$ cat config.mk
export PLATFORM = sky130hd
export DESIGN_NAME = id_ex_operand_stage
export DESIGN_NICKNAME = d
export VERILOG_FILES = /design/src/rtl/mips_pkg.sv /design/src/rtl/operand_forward_mux.sv /design/src/rtl/id_ex_operand_stage.sv
export SDC_FILE = /design/constraint.sdc
export NUM_CORES = 1
export LEC_CHECK = 0
export ABC_CLOCK_PERIOD_IN_PS = 5240
export BUFFER_PORTS_ARGS = -buffer_cell sky130_fd_sc_hd__buf_4
export CAP_MARGIN = 0
export CORE_AREA = 3 3 131 133
export DETAILED_ROUTE_END_ITERATION = 8
export DIE_AREA = 0 0 134 136
export PLACE_DENSITY = 0.91
export REMOVE_ABC_BUFFERS = 1
export SYNTH_ARGS = -nofsm -noshare
export SYNTH_HDL_FRONTEND = slang
export SYNTH_SLANG_ARGS = --single-unit
$ cat constraint.sdc
create_clock -name i_clk -period 5.24 [get_ports i_clk]
set_input_delay 1.048 -clock i_clk [delete_from_list [all_inputs] [get_ports i_clk]]
set_output_delay 1.048 -clock i_clk [all_outputs]
set_load 0.01 [all_outputs]
$ cat src/rtl/mips_pkg.sv
// Shared datapath defaults and forwarding-source encodings for the ID/EX stage.
package mips_pkg;

  localparam int DEFAULT_DATA_W     = 32;
  localparam int DEFAULT_REG_ADDR_W = 5;
  localparam int DEFAULT_CTRL_W     = 12;

  // Operand source chosen by the EX forwarding muxes.
  typedef enum logic [1:0] {
    FWD_REG = 2'd0,
    FWD_MEM = 2'd1,
    FWD_WB  = 2'd2
  } fwd_sel_e;

endpackage

$ cat src/rtl/operand_forward_mux.sv
// Per-operand EX forwarding: MEM result beats WB data beats the registered value.
// Specifier $0 always yields zero and never takes a forwarded value.
module operand_forward_mux
  import mips_pkg::*;
#(
  parameter int DATA_W     = DEFAULT_DATA_W,
  parameter int REG_ADDR_W = DEFAULT_REG_ADDR_W
) (
  input  logic [REG_ADDR_W-1:0] i_spec,
  input  logic [DATA_W-1:0]     i_reg_val,
  input  logic                  i_mem_regwrite,
  input  logic [REG_ADDR_W-1:0] i_mem_dst,
  input  logic [DATA_W-1:0]     i_mem_result,
  input  logic                  i_wb_regwrite,
  input  logic [REG_ADDR_W-1:0] i_wb_dst,
  input  logic [DATA_W-1:0]     i_wb_data,
  output logic [DATA_W-1:0]     o_operand,
  output logic [1:0]            o_sel
);

  logic w_mem_hit;
  logic w_wb_hit;

  assign w_mem_hit = i_mem_regwrite && (i_mem_dst != '0) && (i_mem_dst == i_spec);
  assign w_wb_hit  = i_wb_regwrite  && (i_wb_dst  != '0) && (i_wb_dst  == i_spec);

  // Pick the youngest producer of the operand; $0 is hard-wired to zero.
  always_comb begin
    o_operand = i_reg_val;
    o_sel     = FWD_REG;
    if (i_spec == '0) begin
      o_operand = '0;
    end else if (w_mem_hit) begin
      o_operand = i_mem_result;
      o_sel     = FWD_MEM;
    end else if (w_wb_hit) begin
      o_operand = i_wb_data;
      o_sel     = FWD_WB;
    end
  end

endmodule

$ cat src/rtl/id_ex_operand_stage.sv
// ID/EX pipeline register with WB write-through capture, load-use stall detection
// and MEM/WB operand forwarding into EX.
module id_ex_operand_stage
  import mips_pkg::*;
#(
  parameter int DATA_W     = DEFAULT_DATA_W,
  parameter int REG_ADDR_W = DEFAULT_REG_ADDR_W,
  parameter int CTRL_W     = DEFAULT_CTRL_W
) (
  input  logic                  i_clk,
  input  logic                  i_rst,
  input  logic                  i_flush,
  input  logic                  i_id_valid,
  input  logic [REG_ADDR_W-1:0] i_id_rs,
  input  logic [REG_ADDR_W-1:0] i_id_rt,
  input  logic                  i_id_uses_rs,
  input  logic                  i_id_uses_rt,
  input  logic [REG_ADDR_W-1:0] i_id_dst,
  input  logic                  i_id_regwrite,
  input  logic                  i_id_memread,
  input  logic [DATA_W-1:0]     i_id_imm,
  input  logic [CTRL_W-1:0]     i_id_ctrl,
  input  logic [DATA_W-1:0]     i_rf_data1,
  input  logic [DATA_W-1:0]     i_rf_data2,
  input  logic                  i_mem_regwrite,
  input  logic [REG_ADDR_W-1:0] i_mem_dst,
  input  logic [DATA_W-1:0]     i_mem_result,
  input  logic                  i_wb_regwrite,
  input  logic [REG_ADDR_W-1:0] i_wb_dst,
  input  logic [DATA_W-1:0]     i_wb_data,
  output logic                  o_stall,
  output logic                  o_ex_valid,
  output logic [REG_ADDR_W-1:0] o_ex_rs,
  output logic [REG_ADDR_W-1:0] o_ex_rt,
  output logic [REG_ADDR_W-1:0] o_ex_dst,
  output logic                  o_ex_regwrite,
  output logic                  o_ex_memread,
  output logic [DATA_W-1:0]     o_ex_imm,
  output logic [CTRL_W-1:0]     o_ex_ctrl,
  output logic [DATA_W-1:0]     o_ex_op_a,
  output logic [DATA_W-1:0]     o_ex_op_b,
  output logic [1:0]            o_fwd_a_sel,
  output logic [1:0]            o_fwd_b_sel
);

  logic                  r_valid;
  logic [REG_ADDR_W-1:0] r_rs;
  logic [REG_ADDR_W-1:0] r_rt;
  logic [REG_ADDR_W-1:0] r_dst;
  logic                  r_regwrite;
  logic                  r_memread;
  logic [DATA_W-1:0]     r_imm;
  logic [CTRL_W-1:0]     r_ctrl;
  logic [DATA_W-1:0]     r_rs_val;
  logic [DATA_W-1:0]     r_rt_val;

  logic                  w_stall;
  logic                  w_wt_rs;
  logic                  w_wt_rt;
  logic [DATA_W-1:0]     w_rs_val;
  logic [DATA_W-1:0]     w_rt_val;

  // A load in EX cannot supply its data until MEM, so a dependent ID instruction
  // waits one cycle. A flushed ID instruction is dead and must not stall anything.
  assign w_stall = i_id_valid && !i_flush && r_valid && r_memread && (r_dst != '0) &&
                   ((i_id_uses_rs && (i_id_rs == r_dst)) ||
                    (i_id_uses_rt && (i_id_rt == r_dst)));

  // The RF write lands on the same edge we capture, so take WB data directly.
  assign w_wt_rs  = i_wb_regwrite && (i_wb_dst != '0) && (i_wb_dst == i_id_rs);
  assign w_wt_rt  = i_wb_regwrite && (i_wb_dst != '0) && (i_wb_dst == i_id_rt);
  assign w_rs_val = w_wt_rs ? i_wb_data : i_rf_data1;
  assign w_rt_val = w_wt_rt ? i_wb_data : i_rf_data2;

  // ID/EX register: reset clears everything, flush/stall insert a bubble.
  always_ff @(posedge i_clk) begin
    if (i_rst) begin
      r_valid    <= 1'b0;
      r_rs       <= '0;
      r_rt       <= '0;
      r_dst      <= '0;
      r_regwrite <= 1'b0;
      r_memread  <= 1'b0;
      r_imm      <= '0;
      r_ctrl     <= '0;
      r_rs_val   <= '0;
      r_rt_val   <= '0;
    end else if (i_flush || w_stall) begin
      r_valid    <= 1'b0;
      r_regwrite <= 1'b0;
      r_memread  <= 1'b0;
    end else begin
      r_valid    <= i_id_valid;
      r_rs       <= i_id_rs;
      r_rt       <= i_id_rt;
      r_dst      <= i_id_dst;
      r_regwrite <= i_id_regwrite;
      r_memread  <= i_id_memread;
      r_imm      <= i_id_imm;
      r_ctrl     <= i_id_ctrl;
      r_rs_val   <= w_rs_val;
      r_rt_val   <= w_rt_val;
    end
  end

  operand_forward_mux #(
    .DATA_W     (DATA_W),
    .REG_ADDR_W (REG_ADDR_W)
  ) u_fwd_a (
    .i_spec         (r_rs),
    .i_reg_val      (r_rs_val),
    .i_mem_regwrite (i_mem_regwrite),
    .i_mem_dst      (i_mem_dst),
    .i_mem_result   (i_mem_result),
    .i_wb_regwrite  (i_wb_regwrite),
    .i_wb_dst       (i_wb_dst),
    .i_wb_data      (i_wb_data),
    .o_operand      (o_ex_op_a),
    .o_sel          (o_fwd_a_sel)
  );

  operand_forward_mux #(
    .DATA_W     (DATA_W),
    .REG_ADDR_W (REG_ADDR_W)
  ) u_fwd_b (
    .i_spec         (r_rt),
    .i_reg_val      (r_rt_val),
    .i_mem_regwrite (i_mem_regwrite),
    .i_mem_dst      (i_mem_dst),
    .i_mem_result   (i_mem_result),
    .i_wb_regwrite  (i_wb_regwrite),
    .i_wb_dst       (i_wb_dst),
    .i_wb_data      (i_wb_data),
    .o_operand      (o_ex_op_b),
    .o_sel          (o_fwd_b_sel)
  );

  assign o_stall       = w_stall;
  assign o_ex_valid    = r_valid;
  assign o_ex_rs       = r_rs;
  assign o_ex_rt       = r_rt;
  assign o_ex_dst      = r_dst;
  assign o_ex_regwrite = r_regwrite & r_valid;
  assign o_ex_memread  = r_memread & r_valid;
  assign o_ex_imm      = r_imm;
  assign o_ex_ctrl     = r_ctrl;

endmodule

; Word-level counts from Yosys, hierarchy flattened
; Cells that the tools add are included.
[totals]
register_bits = 126
inputBits = 207
out_inout_bits = 131
word_cells = 58
[classes]
n_eq_ne = 8
n_mux = 14
n_bitwise = 2
n_reduce_logical = 24
[op_table]
columns = cell, n
row1 = $mux 32, 8
row2 = $eq 5x5->1, 8
row3 = $logic_and 1x1->1, 15
row4 = $reduce_bool 5->1, 3
row5 = $mux 2, 6
row6 = $logic_not 5->1, 2
row7 = $and 1x1->1, 2
row8 = $logic_or 1x1->1, 2
row9 = $reduce_or 2->1, 1
row10 = $logic_not 1->1, 1

; Logic depth before layout (Yosys ltp)
[depth]
depth_word = 8
depth_mapped = 8
depth_no_buf = 5

; Hierarchy
; A second synthesis with hierarchy kept.
[hier_totals]
cells_unflattened = 991
area_unflattened_um2 = 8409.3
[by_module_without_submodules]
columns = mod, instances, cells_per_inst, area_each_um2, seq_area_each_um2
row1 = id_ex_operand_stage, 1, 735, 6695.2, 2522.4
row2 = operand_forward_mux, 2, 128, 857.1, 0.0

; Worst setup path before layout
; OpenSTA, ideal clock, no wires.
[synth_timing]
path_kind = input -> output
startpoint = input i_wb_dst[4]
endpoint = output o_ex_op_a[10]
arrival_ps = 2676
required_time_ps = 4192
setup_slack_ps = 1516
cell_stages = 7
n_path_buf = 2
path_cell_list = buf_2 > or4_4 > o21ai_4 > nor4_4 > buf_2 > mux2i_1 > o21ai_0
[synth_between]
elab_chain_cells = 6
elab_cells_between_ends = 7
classes_between = 1 x eq/ne / 3 x mux / 3 x reduce/logical
[synth_rtl]
columns = element, line
row1 = from (decl), id_ex_operand_stage.sv:29  ; input logic [REG_ADDR_W-1:0] i_wb_dst,
row2 = $reduce_bool 5->1, operand_forward_mux.sv:25  ; assign w_wb_hit = i_wb_regwrite && (i_wb_dst != '0) && (i_wb_dst == i_spec);
row3 = $logic_and 1x1->1, operand_forward_mux.sv:25
row4 = $logic_and 1x1->1 (*), operand_forward_mux.sv:25
row5 = $mux 32 (*), operand_forward_mux.sv:36  ; end else if (w_wb_hit) begin
row6 = $mux 32 (*), operand_forward_mux.sv:33  ; end else if (w_mem_hit) begin
row7 = $mux 32 (*), operand_forward_mux.sv:31  ; if (i_spec == '0) begin
row8 = to (decl), id_ex_operand_stage.sv:40  ; output logic [DATA_W-1:0] o_ex_op_a,
; Every way passes the cells marked *; elsewhere a longest branch is shown, timed or not.

; Final worst setup path
[layout_timing]
startpoint = input i_wb_dst[1]
endpoint = output o_ex_op_a[1]
; Same word-level chain as after synthesis.

==> flow_metrics.env <==
export IMPL_grt_max_degree=152
export IMPL_status="finished clean"
export IMPL_layout_common_cells="buf_4, dfxtp_1, mux2i_1, nand2b_1, nand2_1"
export IMPL_hold_class="flip-flop to flip-flop"
export IMPL_routedWlPerCell_um=19.61
export IMPL_vias=8871
export IMPL_slew_viol_final=0
export IMPL_die_height_um=136
export IMPL_endpoint="o_ex_op_a[1]"
export IMPL_r2r_slack_ps=2590
export IMPL_gp_congestion=0.9242
export IMPL_timing_rr_start="o_ex_dst[0]$_SDFFE_PP0N_"
export IMPL_yosysWarnings=0
export IMPL_placed_cell_area_mm2=0.01114
export IMPL_netlist_area_mm2=0.008657
export IMPL_grt_overflow_total=0
export IMPL_p_leak_nw=4.843
export IMPL_wl_mm=29.40
export IMPL_reg2reg_depth=5
export IMPL_synth_distinct_cells=35
export IMPL_ys_seq_area_frac=0.2914
export IMPL_required_ps=4190
export IMPL_finalNetCount=1477
export IMPL_core_region_area_mm2=0.01594
export IMPL_first_iter_violations=726
export IMPL_setup_ws_ps=684.2
export IMPL_ios=338
export IMPL_hold_worst_slack_ps=477.6
export IMPL_fin_area_mm2=0.01176
export IMPL_htree_levels=4
export IMPL_grt_usage=0.3074
export IMPL_cp_startpoint="i_wb_dst[1]"
export IMPL_dr_pass1_iters=5
export IMPL_ir_worst_vdd_uv=233.9
export IMPL_cts_reportedPaths_clkPinSlew_ps=60
export IMPL_clk_insertion_delay_late_ps=410
export IMPL_max_clock_freq_mhz=219.5
export IMPL_initial_core_util=0.5430
export IMPL_slew_headroom=0.2005
export IMPL_drc=0
export IMPL_diodes=0
export IMPL_syn2layout_area_growth_pct=35.84
export IMPL_yosys_register_bits=126
export IMPL_cp_end_kind="output port"
export IMPL_combPwrFrac=0.241
export IMPL_cts_max_path_buffers=2
export IMPL_ctsResizeCount=0
export IMPL_p_seq_frac=0.352
export IMPL_die_area_mm2=0.01822
export IMPL_r2r_end="r_rt_val[27]$_SDFFE_PP0N_"
export IMPL_syn_avg_cell_area_um2=8.631
export IMPL_crit_arrival_ps=3510
export IMPL_grt_first_pass_wirelength_mm=45.32
export IMPL_fin_skew_ps=9.185
export IMPL_hold_buffers=0
export IMPL_cts_buffers=17
export IMPL_final_period_utilization=0.8694
export IMPL_syn_inst=1003
export IMPL_rsz0062_at_grt="false"
export IMPL_final_common_cell="buf_4"
export IMPL_drtAntennaViolNets=0
export IMPL_cts_sinks=126
export IMPL_avgViaCountPerCell=5.918
export IMPL_swShare=0.2892
export IMPL_fin_crit_ps=4556
export IMPL_p_clk_frac=0.407
export IMPL_switchingPower_mw=0.8757
export IMPL_fin_tns_setup_ps=0
export IMPL_setup_violations=0
export IMPL_postCtsSetupBuffers=0
export IMPL_hold_viol_final=0
export IMPL_dp_hpwl_mm=20.08
export IMPL_crit_type="input pin to output port"
export IMPL_worstPathMaxFanout=22
export IMPL_cts_tree="built"
export IMPL_startpoint_type="input pin"
export IMPL_io_buffers=337
export IMPL_drive_gt1_frac=0.3593
export IMPL_grt_pass1_vias=8969
export IMPL_antenna_found_initial=0
export IMPL_tightest_slew_ps=1190
export IMPL_die_w_um=134
export IMPL_cts_root_buf="clkbuf_16"
export IMPL_pwr_density_cell_mw_per_mm2=257.5
export IMPL_internal_power_mw=2.152
export IMPL_place_ws_ps=606.1
export IMPL_drv_cap=0
export IMPL_placementRows=46
-- kinds of logic (layout without fill, tap and decap cells) --
| logic type | count (synthesis) | in the layout | synth area share |
|---|---|---|---|
| XOR/XNOR | 40 | 40 | 0.04047 |
| AND/OR/NAND/NOR | 344 | 344 | 0.2340 |
| multiplexers | 187 | 187 | 0.2372 |
| buffers and inverters | 105 | 385 | 0.05868 |
| flip-flops | 126 | 126 | 0.2914 |
| AO/OA/AOI/OAI | 201 | 201 | 0.1383 |
-- state kept, by name, indices dropped and copies added (netlist names) --
name	cells
o_ex_imm	32
r_rs_val	32
r_rt_val	32
o_ex_ctrl	12
o_ex_dst	5
o_ex_rs	5
o_ex_rt	5
o_ex_valid	1
r_memread	1
r_regwrite	1
-- critical path: stages --
cell and delay [ps]:
buf_4 130, or4_4 150, o21ai_4 60, nor4_4 1020, buf_4 520, mux2i_1 240, o21ai_0 110, buf_4 200
-- through the flow --
step | utilization | power [mW] | cells
2_1_floorplan | - | 1.418 | 898
3_3_place_gp | 0.6986 | 1.785 | 1467
3_5_place_dp | 0.6986 | 1.805 | 1467
4_1_cts | 0.7372 | 3.034 | 1499
5_1_grt | 0.7376 | 3.139 | 1499
6_report | 0.7376 | 3.028 | 1499
-- metal layers --
layer / vias to the layer above / global-route usage / share of wire / wire length, µm
met5: - / 0 / 0 / 0
met4: 0 / 0.1594 / 0.043 / 1264
met2: 457 / 0.5345 / 0.49 / 14420
met3: 89 / 0.09771 / 0.091 / 2683
li1: 4099 / - / - / -
met1: 4226 / 0.3365 / 0.38 / 11030
-- power by group through the flow --
stage          Sequential, mW  Combinational [mW]  Clock (mW)
3_5_place_dp             1.08               0.721           0
6_report                 1.07               0.729        1.23
4_1_cts                  1.06               0.725        1.24
3_3_place_gp             1.08               0.703           0
5_1_grt                  1.07               0.780        1.29
2_1_floorplan            1.08               0.335           0
-- cells in the mapped netlist, drive strengths merged --
library cell    n  area, µm²
o21ai          66      341.6
nor3b           3      22.52
and2            4      25.02
o21bai          2      15.01
a21oi          65      329.1
o31ai          64      480.5
o211a           1      10.01
or4             5      41.29
dfxtp         126       2522
xnor2          32      280.3
buf            47      290.3
nand2          69      259.0
clkbuf         58      217.7
nand2b        118      738.2
nand3           6      30.03
o21a            1      7.510
a21o            1      7.510
and3            2      12.51
mux2           64      822.0
nor2b          66      412.9
mux2i         123       1231
nor4            4      67.56
nor2            1      3.750
xor2            8      70.07
o22ai           1      6.260
nand4          66      412.9
-- layout make-up --
| cell class | instances | area, µm² |
|---|---|---|
| Clock buffer | 20 | 456.7 |
| Clock inverter | 12 | 158.9 |
| Fill cell | 1074 | 4183 |
| Multi-Input combinational cell | 772 | 5685 |
| Sequential cell | 126 | 2522 |
| Tap cell | 216 | 270.3 |
| Timing Repair Buffer | 353 | 2666 |
-- worst min-delay path by stage --
stage / startpoint / endpoint / slack, ps / cells past startpoint
floorplan: o_ex_ctrl[0]$_SDFFE_PP0N_ / o_ex_ctrl[0]$_SDFFE_PP0N_ / 490 / 2
global placement: o_ex_imm[13]$_SDFFE_PP0N_ / o_ex_imm[13]$_SDFFE_PP0N_ / 460 / 2
detailed placement: o_ex_imm[3]$_SDFFE_PP0N_ / o_ex_imm[3]$_SDFFE_PP0N_ / 470 / 2
CTS: o_ex_imm[18]$_SDFFE_PP0N_ / o_ex_imm[18]$_SDFFE_PP0N_ / 480 / 2
global route: o_ex_imm[6]$_SDFFE_PP0N_ / o_ex_imm[6]$_SDFFE_PP0N_ / 500 / 2
finish: o_ex_imm[6]$_SDFFE_PP0N_ / o_ex_imm[6]$_SDFFE_PP0N_ / 480 / 2
No activity file was read; power rests on OpenSTA's default activity.
